--- config.mk ---
export PLATFORM = sky130hd
export DESIGN_NAME = palette_lut
export DESIGN_NICKNAME = d
export VERILOG_FILES = /design/src/rtl/palette_pkg.sv /design/src/rtl/flash_timer.sv /design/src/rtl/palette_lut.sv
export SDC_FILE = /design/constraint.sdc
export NUM_CORES = 1
export LEC_CHECK = 0
export ABC_AREA = 1
export CELL_PAD_IN_SITES_DETAIL_PLACEMENT = 0
export CELL_PAD_IN_SITES_GLOBAL_PLACEMENT = 2
export CORE_MARGIN = 4
export CORE_UTILIZATION = 37
export DETAILED_ROUTE_END_ITERATION = 8
export PLACE_DENSITY_LB_ADDON = 0.1
export SKIP_CTS_REPAIR_TIMING = 1
export SYNTH_ARGS = -nofsm -noshare
export SYNTH_HDL_FRONTEND = slang
export SYNTH_SLANG_ARGS = --single-unit
--- constraint.sdc ---
create_clock -name clk -period 2.11 [get_ports clk]
set_input_delay 0.3165 -clock clk [delete_from_list [all_inputs] [get_ports clk]]
set_output_delay 0.3165 -clock clk [all_outputs]
set_load 0.05 [all_outputs]
--- src/rtl/palette_pkg.sv ---
// Shared palette constants: named colour indices, default RGB values and the
// reset-table helper used by the lookup and by anything modelling it.
package palette_pkg;

  localparam int unsigned IDX_W_DEF = 4;
  localparam int unsigned RGB_W_DEF = 12;

  localparam int unsigned C_TRANSP = 0;
  localparam int unsigned C_RED    = 1;
  localparam int unsigned C_DKRED  = 2;
  localparam int unsigned C_YELLOW = 3;
  localparam int unsigned C_BLACK  = 4;
  localparam int unsigned C_GREY   = 5;
  localparam int unsigned C_GREEN  = 6;
  localparam int unsigned C_OCHRE  = 7;
  localparam int unsigned C_WHITE  = 8;
  localparam int unsigned C_LIME   = 9;
  localparam int unsigned C_LTGREY = 10;

  localparam logic [11:0] RGB_TRANSP     = 12'h000;
  localparam logic [11:0] RGB_RED        = 12'hD42;
  localparam logic [11:0] RGB_DKRED      = 12'h921;
  localparam logic [11:0] RGB_YELLOW     = 12'hFF9;
  localparam logic [11:0] RGB_BLACK      = 12'h210;
  localparam logic [11:0] RGB_GREY       = 12'h778;
  localparam logic [11:0] RGB_GREEN      = 12'h6B4;
  localparam logic [11:0] RGB_OCHRE      = 12'hDD0;
  localparam logic [11:0] RGB_WHITE      = 12'hFFF;
  localparam logic [11:0] RGB_LIME       = 12'h0F0;
  localparam logic [11:0] RGB_LTGREY     = 12'hBBB;
  localparam logic [11:0] RGB_ERROR      = 12'hF0F;
  localparam logic [11:0] RGB_TINT_RED   = 12'h8DF;
  localparam logic [11:0] RGB_TINT_DKRED = 12'h009;

  // 12-bit reset colour; every bank above 0 carries the alternate player tint.
  function automatic logic [11:0] default_rgb(input int unsigned bank, input int unsigned idx);
    logic [11:0] rgb;
    case (idx)
      C_TRANSP: rgb = RGB_TRANSP;
      C_RED:    rgb = RGB_RED;
      C_DKRED:  rgb = RGB_DKRED;
      C_YELLOW: rgb = RGB_YELLOW;
      C_BLACK:  rgb = RGB_BLACK;
      C_GREY:   rgb = RGB_GREY;
      C_GREEN:  rgb = RGB_GREEN;
      C_OCHRE:  rgb = RGB_OCHRE;
      C_WHITE:  rgb = RGB_WHITE;
      C_LIME:   rgb = RGB_LIME;
      C_LTGREY: rgb = RGB_LTGREY;
      default:  rgb = RGB_ERROR;
    endcase
    if (bank != 0) begin
      if (idx == C_RED) rgb = RGB_TINT_RED;
      else if (idx == C_DKRED) rgb = RGB_TINT_DKRED;
    end
    return rgb;
  endfunction

  // Rescale a 4:4:4 colour per channel: truncate to the top bits, or pad zeros below.
  function automatic logic [47:0] scale_rgb(input logic [11:0] c, input int unsigned rgb_w);
    int unsigned cw;
    logic [47:0] res;
    logic [47:0] ch_v;
    cw  = rgb_w / 3;
    res = '0;
    for (int ch = 0; ch < 3; ch++) begin
      ch_v = 48'(c[ch*4 +: 4]);
      if (cw <= 4) ch_v = ch_v >> (4 - cw);
      else ch_v = ch_v << (cw - 4);
      res = res | (ch_v << (ch * cw));
    end
    return res;
  endfunction

endpackage

--- src/rtl/flash_timer.sv ---
// Frame-synchronous hit-flash timer: counts frame ticks while enabled and
// toggles the flash phase every FLASH_FRAMES ticks.
module flash_timer #(
  parameter int unsigned FLASH_FRAMES = 4,
  localparam int unsigned CNT_W = (FLASH_FRAMES > 1) ? $clog2(FLASH_FRAMES) : 1
) (
  input  logic             i_clk,
  input  logic             i_rst,
  input  logic             i_flash_en,
  input  logic             i_frame_tick,
  output logic [CNT_W-1:0] o_count,
  output logic             o_phase
);

  localparam logic [CNT_W-1:0] LAST = CNT_W'(FLASH_FRAMES - 1);

  logic [CNT_W-1:0] r_count;
  logic [CNT_W-1:0] w_count_nxt;
  logic             r_phase;
  logic             w_phase_nxt;

  always_comb begin
    w_count_nxt = r_count;
    w_phase_nxt = r_phase;
    if (!i_flash_en) begin
      w_count_nxt = '0;
      w_phase_nxt = 1'b0;
    end else if (i_frame_tick) begin
      if (r_count == LAST) begin
        w_count_nxt = '0;
        w_phase_nxt = ~r_phase;
      end else begin
        w_count_nxt = r_count + 1'b1;
      end
    end
  end

  always_ff @(posedge i_clk) begin
    if (i_rst) begin
      r_count <= '0;
      r_phase <= 1'b0;
    end else begin
      r_count <= w_count_nxt;
      r_phase <= w_phase_nxt;
    end
  end

  assign o_count = r_count;
  assign o_phase = r_phase;

endmodule

--- src/rtl/palette_lut.sv ---
// Registered, runtime-programmable sprite palette: colour index + bank -> RGB,
// two-cycle latency, with an optional frame-synchronous hit flash.
module palette_lut
  import palette_pkg::*;
#(
  parameter int unsigned       IDX_W        = IDX_W_DEF,
  parameter int unsigned       NUM_BANKS    = 2,
  parameter int unsigned       RGB_W        = RGB_W_DEF,
  parameter int unsigned       TRANSP_IDX   = 0,
  parameter int unsigned       FLASH_FRAMES = 4,
  parameter logic [RGB_W-1:0]  FLASH_RGB    = RGB_W'(12'hFFF),
  localparam int unsigned      BANK_W       = (NUM_BANKS > 1) ? $clog2(NUM_BANKS) : 1
) (
  input  logic              clk,
  input  logic              rst,
  input  logic              in_valid,
  input  logic [IDX_W-1:0]  in_index,
  input  logic [BANK_W-1:0] in_bank,
  output logic              out_valid,
  output logic [RGB_W-1:0]  out_rgb,
  output logic              out_opaque,
  input  logic              wr_en,
  input  logic [BANK_W-1:0] wr_bank,
  input  logic [IDX_W-1:0]  wr_index,
  input  logic [RGB_W-1:0]  wr_rgb,
  input  logic              flash_en,
  input  logic              frame_tick
);

  localparam int unsigned       NUM_IDX     = 2 ** IDX_W;
  localparam int unsigned       CNT_W       = (FLASH_FRAMES > 1) ? $clog2(FLASH_FRAMES) : 1;
  localparam logic [IDX_W-1:0]  TRANSP      = IDX_W'(TRANSP_IDX);
  localparam logic [BANK_W:0]   NUM_BANKS_W = (BANK_W + 1)'(NUM_BANKS);

  // Flop array rather than RAM so reset can restore the default table.
  logic [RGB_W-1:0]  r_table [NUM_BANKS][NUM_IDX];

  logic [BANK_W-1:0] w_rd_bank;
  logic              w_wr_ok;
  logic [RGB_W-1:0]  w_s2_rgb;
  logic              w_flash_phase;
  logic [CNT_W-1:0]  w_flash_count;

  logic [RGB_W-1:0]  r_s1_rgb;
  logic              r_s1_opaque;
  logic              r_s1_valid;
  logic [RGB_W-1:0]  r_out_rgb;
  logic              r_out_opaque;
  logic              r_out_valid;

  always_comb begin
    w_rd_bank = ({1'b0, in_bank} < NUM_BANKS_W) ? in_bank : '0;
    w_wr_ok   = wr_en && ({1'b0, wr_bank} < NUM_BANKS_W);
  end

  always_ff @(posedge clk) begin
    if (rst) begin
      for (int b = 0; b < NUM_BANKS; b++) begin
        for (int i = 0; i < NUM_IDX; i++) begin
          r_table[b][i] <= RGB_W'(scale_rgb(default_rgb(b, i), RGB_W));
        end
      end
    end else if (w_wr_ok) begin
      r_table[wr_bank][wr_index] <= wr_rgb;
    end
  end

  always_comb begin
    w_s2_rgb = r_s1_rgb;
    if (!r_s1_opaque) w_s2_rgb = '0;
    else if (flash_en && w_flash_phase) w_s2_rgb = FLASH_RGB;
  end

  // Stage 1 reads the table before any same-edge write lands (read-before-write).
  always_ff @(posedge clk) begin
    if (rst) begin
      r_s1_rgb     <= '0;
      r_s1_opaque  <= 1'b0;
      r_s1_valid   <= 1'b0;
      r_out_rgb    <= '0;
      r_out_opaque <= 1'b0;
      r_out_valid  <= 1'b0;
    end else begin
      r_s1_rgb     <= r_table[w_rd_bank][in_index];
      r_s1_opaque  <= (in_index != TRANSP);
      r_s1_valid   <= in_valid;
      r_out_rgb    <= w_s2_rgb;
      r_out_opaque <= r_s1_opaque;
      r_out_valid  <= r_s1_valid;
    end
  end

  flash_timer #(
    .FLASH_FRAMES(FLASH_FRAMES)
  ) u_flash (
    .i_clk       (clk),
    .i_rst       (rst),
    .i_flash_en  (flash_en),
    .i_frame_tick(frame_tick),
    .o_count     (w_flash_count),
    .o_phase     (w_flash_phase)
  );

  assign out_valid  = r_out_valid;
  assign out_rgb    = r_out_rgb;
  assign out_opaque = r_out_opaque;

endmodule

Word-level counts from Yosys, hierarchy flattened
Memory sizes are Yosys's and may differ from the RTL's. Cells that the tools add are included.

Memory bits (writable): 384. Bits in registers: 31. Word-level logic and storage cells: 80. Output and inout bits: 14. Input port bits: 28. Memories kept: 1.

Memories: r_table (words 2, width 192, read ports 1, clocked after memory_dff 0, wr ports 2, RTL line palette_lut.sv:36) `logic [RGB_W-1:0] r_table [NUM_BANKS][NUM_IDX];`.

Bitwise gates (word level): 33. Eq/ne operators: 1. Add/subtract/negate cells: 1. Muxes and demuxes: 26. Reductions and logical operators: 7. $lt $le $gt $ge: 3.

Operators with widths (count): 192-bit two-way mux (3); 12-bit bitwise OR (28); 192-bit OR reduction (1); 12-bit two-way mux (12); 12-bit binary-select mux with 4-bit select (1); 12-bit demux with 4-bit select (1); 8-bit two-way mux (2); 5-bit >= comparator (second input constant) (2); 4-bit NOT with 5-bit output (2); 5-bit by 1-bit less-than comparator with 1-bit output (second input constant) (1); 1-bit two-way mux (5); 4-bit two-way mux (1); 4-bit nonzero test (1); 2-bit OR reduction (2); 1-bit NOT (3); 2-bit by 1-bit adder with 2-bit output (second input constant) (1); 2-bit == test (second input constant) (1); 1-bit logical AND (2); 2-bit two-way mux (1); 2-bit AND reduction (1).

Longest topological paths before layout
Gate-level depths: netlist of the first run.

Depth after elaboration: 8. Depth in mapped cells: 11. Mapped depth without buffers: 9.

Cells and area by module
Synthesis of the first run repeated with hierarchy kept, for this count alone.

Cells, all modules: 1790. Area total of the unflattened synthesis: 17993.5 um^2.

Modules (own cells, without submodules): palette_lut (cells an instance 1767, seq. area each 12091.6 um^2, area each 17847.1 um^2, instances 1); flash_timer (cells an instance 23, seq. area each 60.1 um^2, area each 146.4 um^2, instances 1).

Worst setup path before layout of the first run
Ideal clock, no wire load.

Kind: input to register. From: input port wr_en. To: memory r_table[0][84] in the netlist's numbering (enable). Setup time: 398 ps. Stages on the path: 6. Arrival: 1823 ps. Path slack: -111 ps. Required time: 1712 ps. Buffers on the path: 2. Path through: buf_4 > nand2_4 > nor2_2 > inv_2 > buf_12 > o21ai_0.

RTL lines: start: declaration (RTL line palette_lut.sv:22) `input logic wr_en,`; end: declaration (RTL line palette_lut.sv:36).

Worst setup path after layout of the first run
From: register r_out_valid, in the netlist out_valid. To: output port out_valid.

RTL lines: start: declaration (RTL line palette_lut.sv:49) `logic r_out_valid;`; start signal: assignment (RTL line palette_lut.sv:89) `r_out_valid <= r_s1_valid;`; end: declaration (RTL line palette_lut.sv:19) `output logic out_valid,`.

No word-level cell between the ends.

==> impl_metrics.ini, run 1 <==
[status]
status = completed

[sta]
fin_hold_ws_ps = 254.9
clock_skew_ps = 14.25
max_freq_mhz = 494.6
report.final.setup_viol = 0
worst_pin_slew_ps = 586.5
finalHoldViolCount = 0
setup_ws_ps = 88.29
final_max_slew_viol_count = 0
slew_headroom = 0.6076
finalCriticalPeriod_ps = 2022
rsz0062_at_grt = no
timing.final.crit_share = 0.9582

[pwr]
power.leakage_nw = 8.734
total_power_w = 0.01987
power_density_mw_per_mm2 = 895.2
clockPowerShare = 0.400
comb_power_share = 0.109
internal-power_w = 0.01493
power_switching_w = 0.004942
peakVddDrop_mv = 0.4965
p_sw_frac = 0.2488
pwr-share-seq = 0.491

[global_route]
grt_first_pass_wirelength_um = 90990
track_usage = 0.2376
overflow = 0
first_global_vias = 13030
grt_max_degree = 54
antenna_found_initial = 3

[clock_network]
cts-buffers-inserted = 47
insertion_delay_ps = 580
clockRootBuffer = clkbuf_16
path_clk_slew_ps = 60
cts.sinks = 415
cts_tree = built
h-tree-depth = 2
clockBufferDepth = 3

[yosys]
ys_dominant_reg_cell = edfxtp_1
ys_seq_elements = 415
syn-cell-area_mm2 = 0.01798
yosys.cell_count.top_type = nand2_1
synth.area.top_cells = edfxtp_1 (64%), nand2_1 (13%), nand3_1 (7.4%)
synth_commonest_cells = nand2_1 (615), edfxtp_1 (384), nand3_1 (266)
synth_edf_count = 384
synth_top_area_frac = 0.6415
synth.largest_area_cell = edfxtp_1
syn_inst = 1769
async_reset_ff_frac = 0
synthesis.nets = 1798
syn_area_per_cell_um2 = 10.16
yosys_warnings = 0
yosysUniqueCellTypes = 28
seq_area_frac_synth = 0.6760

[placed_design]
place_ws_ps = -268.5
portBuffers = 41
dp.final_hpwl_um = 43970
gp_congestion = 0.8320

[route]
drc_errors = 0
final_antenna_net_count = 0
drtIter0Drc = 1266
dr.pass1.iters = 5
via_count = 13400
wl_per_cell_um = 23.98
finalWirelength_um = 62490
via_per_inst = 5.141

[floorplan]
num_rows = 80
fp.dieArea_mm2 = 0.05217
start_util = 0.3757
core_area_mm2 = 0.04785
boundaryPins = 42
die-width_um = 228.4
die_h_um = 228.4

[worst_setup_path]
r2r_slack_ps = 620
cp_slowest_cell = clkdlybuf4s50_1
critical_path_class = reg -> out
critPathTopFamily = buffers and inverters
critical_path.max_fanout = 1
critPathBufInv = 1
path_cells = clkdlybuf4s50_1
worstPathArrival_ps = 1710
required_ps = 1790
cp-end-kind = primary output
setup.worst_path.start_class = register
slowest_delay_ps = 810

[layout]
area_growth_pct = 23.47
final_nets = 1983
antennaDiodeCount = 0
layout-drive-gt1-share = 0.1517

[worst_hold_path]
hold_class = in -> reg

[run]
drv_cap = 0
==> metal layers <==
layer | global-route usage | wire length [um] | vias up
met5 | 0 | 0 | -
met4 | 0.05894 | 1552 | 0
met3 | 0.03477 | 3589 | 74
met2 | 0.3728 | 28370 | 402
met1 | 0.3498 | 28990 | 6629
li1 | - | - | 6292
==> flip-flops by register name (all words and copies together) (netlist names) <==
signal,flops
r_s1_opaque,1
r_s1_rgb,12
u_flash.o_count,2
out_rgb,12
out_opaque,1
r_table,384
out_valid,1
u_flash.o_phase,1
r_s1_valid,1
==> power by group through the flow <==
| stage | Clock, W | Combinational, W | Sequential, W |
|---|---|---|---|
| after global placement | 0 | 0.00217 | 0.00992 |
| after floorplan | 0 | 0.00104 | 0.00992 |
| after global routing | 0.00842 | 0.00234 | 0.00981 |
| after detailed placement | 0 | 0.00216 | 0.00993 |
| after CTS | 0.00808 | 0.00217 | 0.00976 |
| final | 0.00795 | 0.00216 | 0.00976 |
==> area by class of cell <==
class                   instances  area [um^2]
clock buffers                  58         1259
well taps                     615        769.5
repair buffers                244         2554
clock inverters                28        221.5
multi-input cells            1172         4955
inverters                      74        285.3
fillers                      4559        25650
flip-flops and latches        415        12150
==> layout by cell type, fill, tap and decap left out, types with 13 or more instances in the layout <==
cell type,n
nand2_1,615
edfxtp_1,384
nand3_1,266
nor2_1,215
buf_4,154
buf_12,50
inv_1,48
clkbuf_16,47
clkdlybuf4s50_1,38
dfxtp_1,31
clkinv_1,24
o21ai_0,21
a21oi_1,18
o21ai_1,13
==> cells by family (layout without fill, tap and decap cells) <==
kind of cell,Yosys count,count (layout),share of synthesized area
compound gates,57,57,0.01636
fa+ha+maj,1,1,0.0006959
simple gates,1114,1114,0.2586
flops,415,415,0.6760
buf+inv,182,404,0.04838
==> path summary, 6_finish.rpt <==
check,start,to,depth (start not counted)
max reg2reg,r_table[1][72],r_s1_rgb[0],8
max,out_valid,out_valid,1
min,in_valid,r_s1_valid,3
min reg2reg,r_s1_valid,out_valid,2
==> stage by stage <==
step | TNS [ps] | instance area [um^2] | cells | util
after global placement | -45230 | 20710 | 2520 | 0.4330
final | 0 | 22200 | 2606 | 0.4639
after floorplan | 0 | 17980 | 1769 | -
after detailed placement | -41770 | 20710 | 2520 | 0.4330
after global routing | 0 | 22200 | 2606 | 0.4639
after CTS | 0 | 22200 | 2606 | 0.4639
(Power assumes the default switching activity.)
==> inputs of run 2 (changes only) <==
Settings changed: SKIP_LAST_GASP from default to 1.
==> results of run 2 <==
The final DEF is identical to that of run 1; final timing and power are the same.
==> inputs of run 3 (changes only) <==
Settings changed: REMOVE_ABC_BUFFERS from default to 1.
==> impl_metrics.ini, run 3 (same netlist as run 1, synthesis figures left out) <==
[route]
dr.pass1.iters = 5
via_per_inst = 5.192
drc_errors = 0
finalWirelength_um = 65480
drtIter0Drc = 1410
wl_per_cell_um = 25.20
final_antenna_net_count = 0
via_count = 13490

[layout]
area_growth_pct = 23.88
layout-drive-gt1-share = 0.1483
antennaDiodeCount = 0
fillCellCount = 4575
largest-register = r_table
final_nets = 1975
largest_reg_flops = 384
final_cell_mix = nand2_1 (615), edfxtp_1 (384), nand3_1 (266), nor2_1 (215), buf_4 (143)
layout_commonest_cell = nand2_1

[global_route]
antenna_found_initial = 0
grt_first_pass_wirelength_um = 93750
overflow = 0
track_usage = 0.2489
first_global_vias = 13140
grt_max_degree = 57

[sta]
max_freq_mhz = 481.7
finalHoldViolCount = 0
setup_ws_ps = 33.88
slew_headroom = 0.4542
finalCriticalPeriod_ps = 2076
report.final.setup_viol = 0
clock_skew_ps = 17.77
fin_hold_ws_ps = 268.2
worst_pin_slew_ps = 815.8
timing.final.crit_share = 0.9839
rsz0062_at_grt = no
final_max_slew_viol_count = 0

[clock_network]
clockBufferDepth = 3
cts-buffers-inserted = 47
clockRootBuffer = clkbuf_16
cts_tree = built
cts.sinks = 415
h-tree-depth = 2
insertion_delay_ps = 580
path_clk_slew_ps = 60

[worst_setup_path]
cp-end-kind = primary output
cp_slowest_cell = clkdlybuf4s50_1
path_cells = clkdlybuf4s50_1
critical_path_class = reg -> out
required_ps = 1790
slowest_delay_ps = 860
worstPathArrival_ps = 1760
cp-startpoint = out_rgb[1]
setup.worst_path.start_class = register
critical_path.max_fanout = 1
reg2reg_from = r_table[0][145]
critPathBufInv = 1
critPathTopFamily = buffers and inverters

[status]
status = completed

[placed_design]
place_ws_ps = -183.9
gp_congestion = 0.8536
portBuffers = 41
dp.final_hpwl_um = 45110

[worst_hold_path]
hold_class = in -> reg
hold_start = in_valid

[floorplan]
start_util = 0.3757
die_h_um = 228.4
die-width_um = 228.4
core_area_mm2 = 0.04785
fp.dieArea_mm2 = 0.05217
num_rows = 80
boundaryPins = 42

[pwr]
power_density_mw_per_mm2 = 913.3
power.leakage_nw = 8.774
peakVddDrop_mv = 0.4995

[run]
drv_cap = 0
## run 3: path summary, 6_finish.rpt
| check | to | slack, ps | depth (start not counted) |
|---|---|---|---|
| max | out_rgb[1] | 30 | 1 |
| min | r_s1_valid | 270 | 3 |
| max reg2reg | r_s1_rgb[1] | 480 | 8 |
| min reg2reg | out_valid | 410 | 2 |
## run 3: final cells by class
cell class | count | area (um^2) | share of cell area
clock buffer | 63 | 1340 | 0.06018
clock inverter | 23 | 234.0 | 0.01051
timing repair buffer | 236 | 2534 | 0.1138
sequential | 415 | 12150 | 0.5457
tap | 615 | 769.5 | 0.03455
multi-input combinational | 1172 | 4955 | 0.2225
inverter | 74 | 285.3 | 0.01281
## run 3: per-stage QoR
stage | util | instances | cell area, um^2 | power, W | TNS (ps)
after floorplan | - | 1661 | 17390 | 0.01081 | -78610
after global placement | 0.4325 | 2512 | 20690 | 0.01213 | -32060
after detailed placement | 0.4325 | 2512 | 20690 | 0.01214 | -36260
after CTS | 0.4654 | 2598 | 22270 | 0.02046 | -22.88
after global routing | 0.4654 | 2598 | 22270 | 0.02102 | 0
final | 0.4654 | 2598 | 22270 | 0.02034 | 0
## run 3: per-layer routing
metal	global-route usage	part of all wire	vias to the layer above	wire length, um
met1	0.3649	0.46	6674	29930
li1	-	-	6274	-
met5	0	0	-	0
met2	0.3884	0.45	446	29680
met4	0.06276	0.026	0	1679
met3	0.04063	0.064	94	4191
## run 3: report_power, final
group          internal, W  switching, W
combinational     0.000728       0.00147
sequential         0.00960      0.000164
clock              0.00505       0.00332
total               0.0154       0.00496
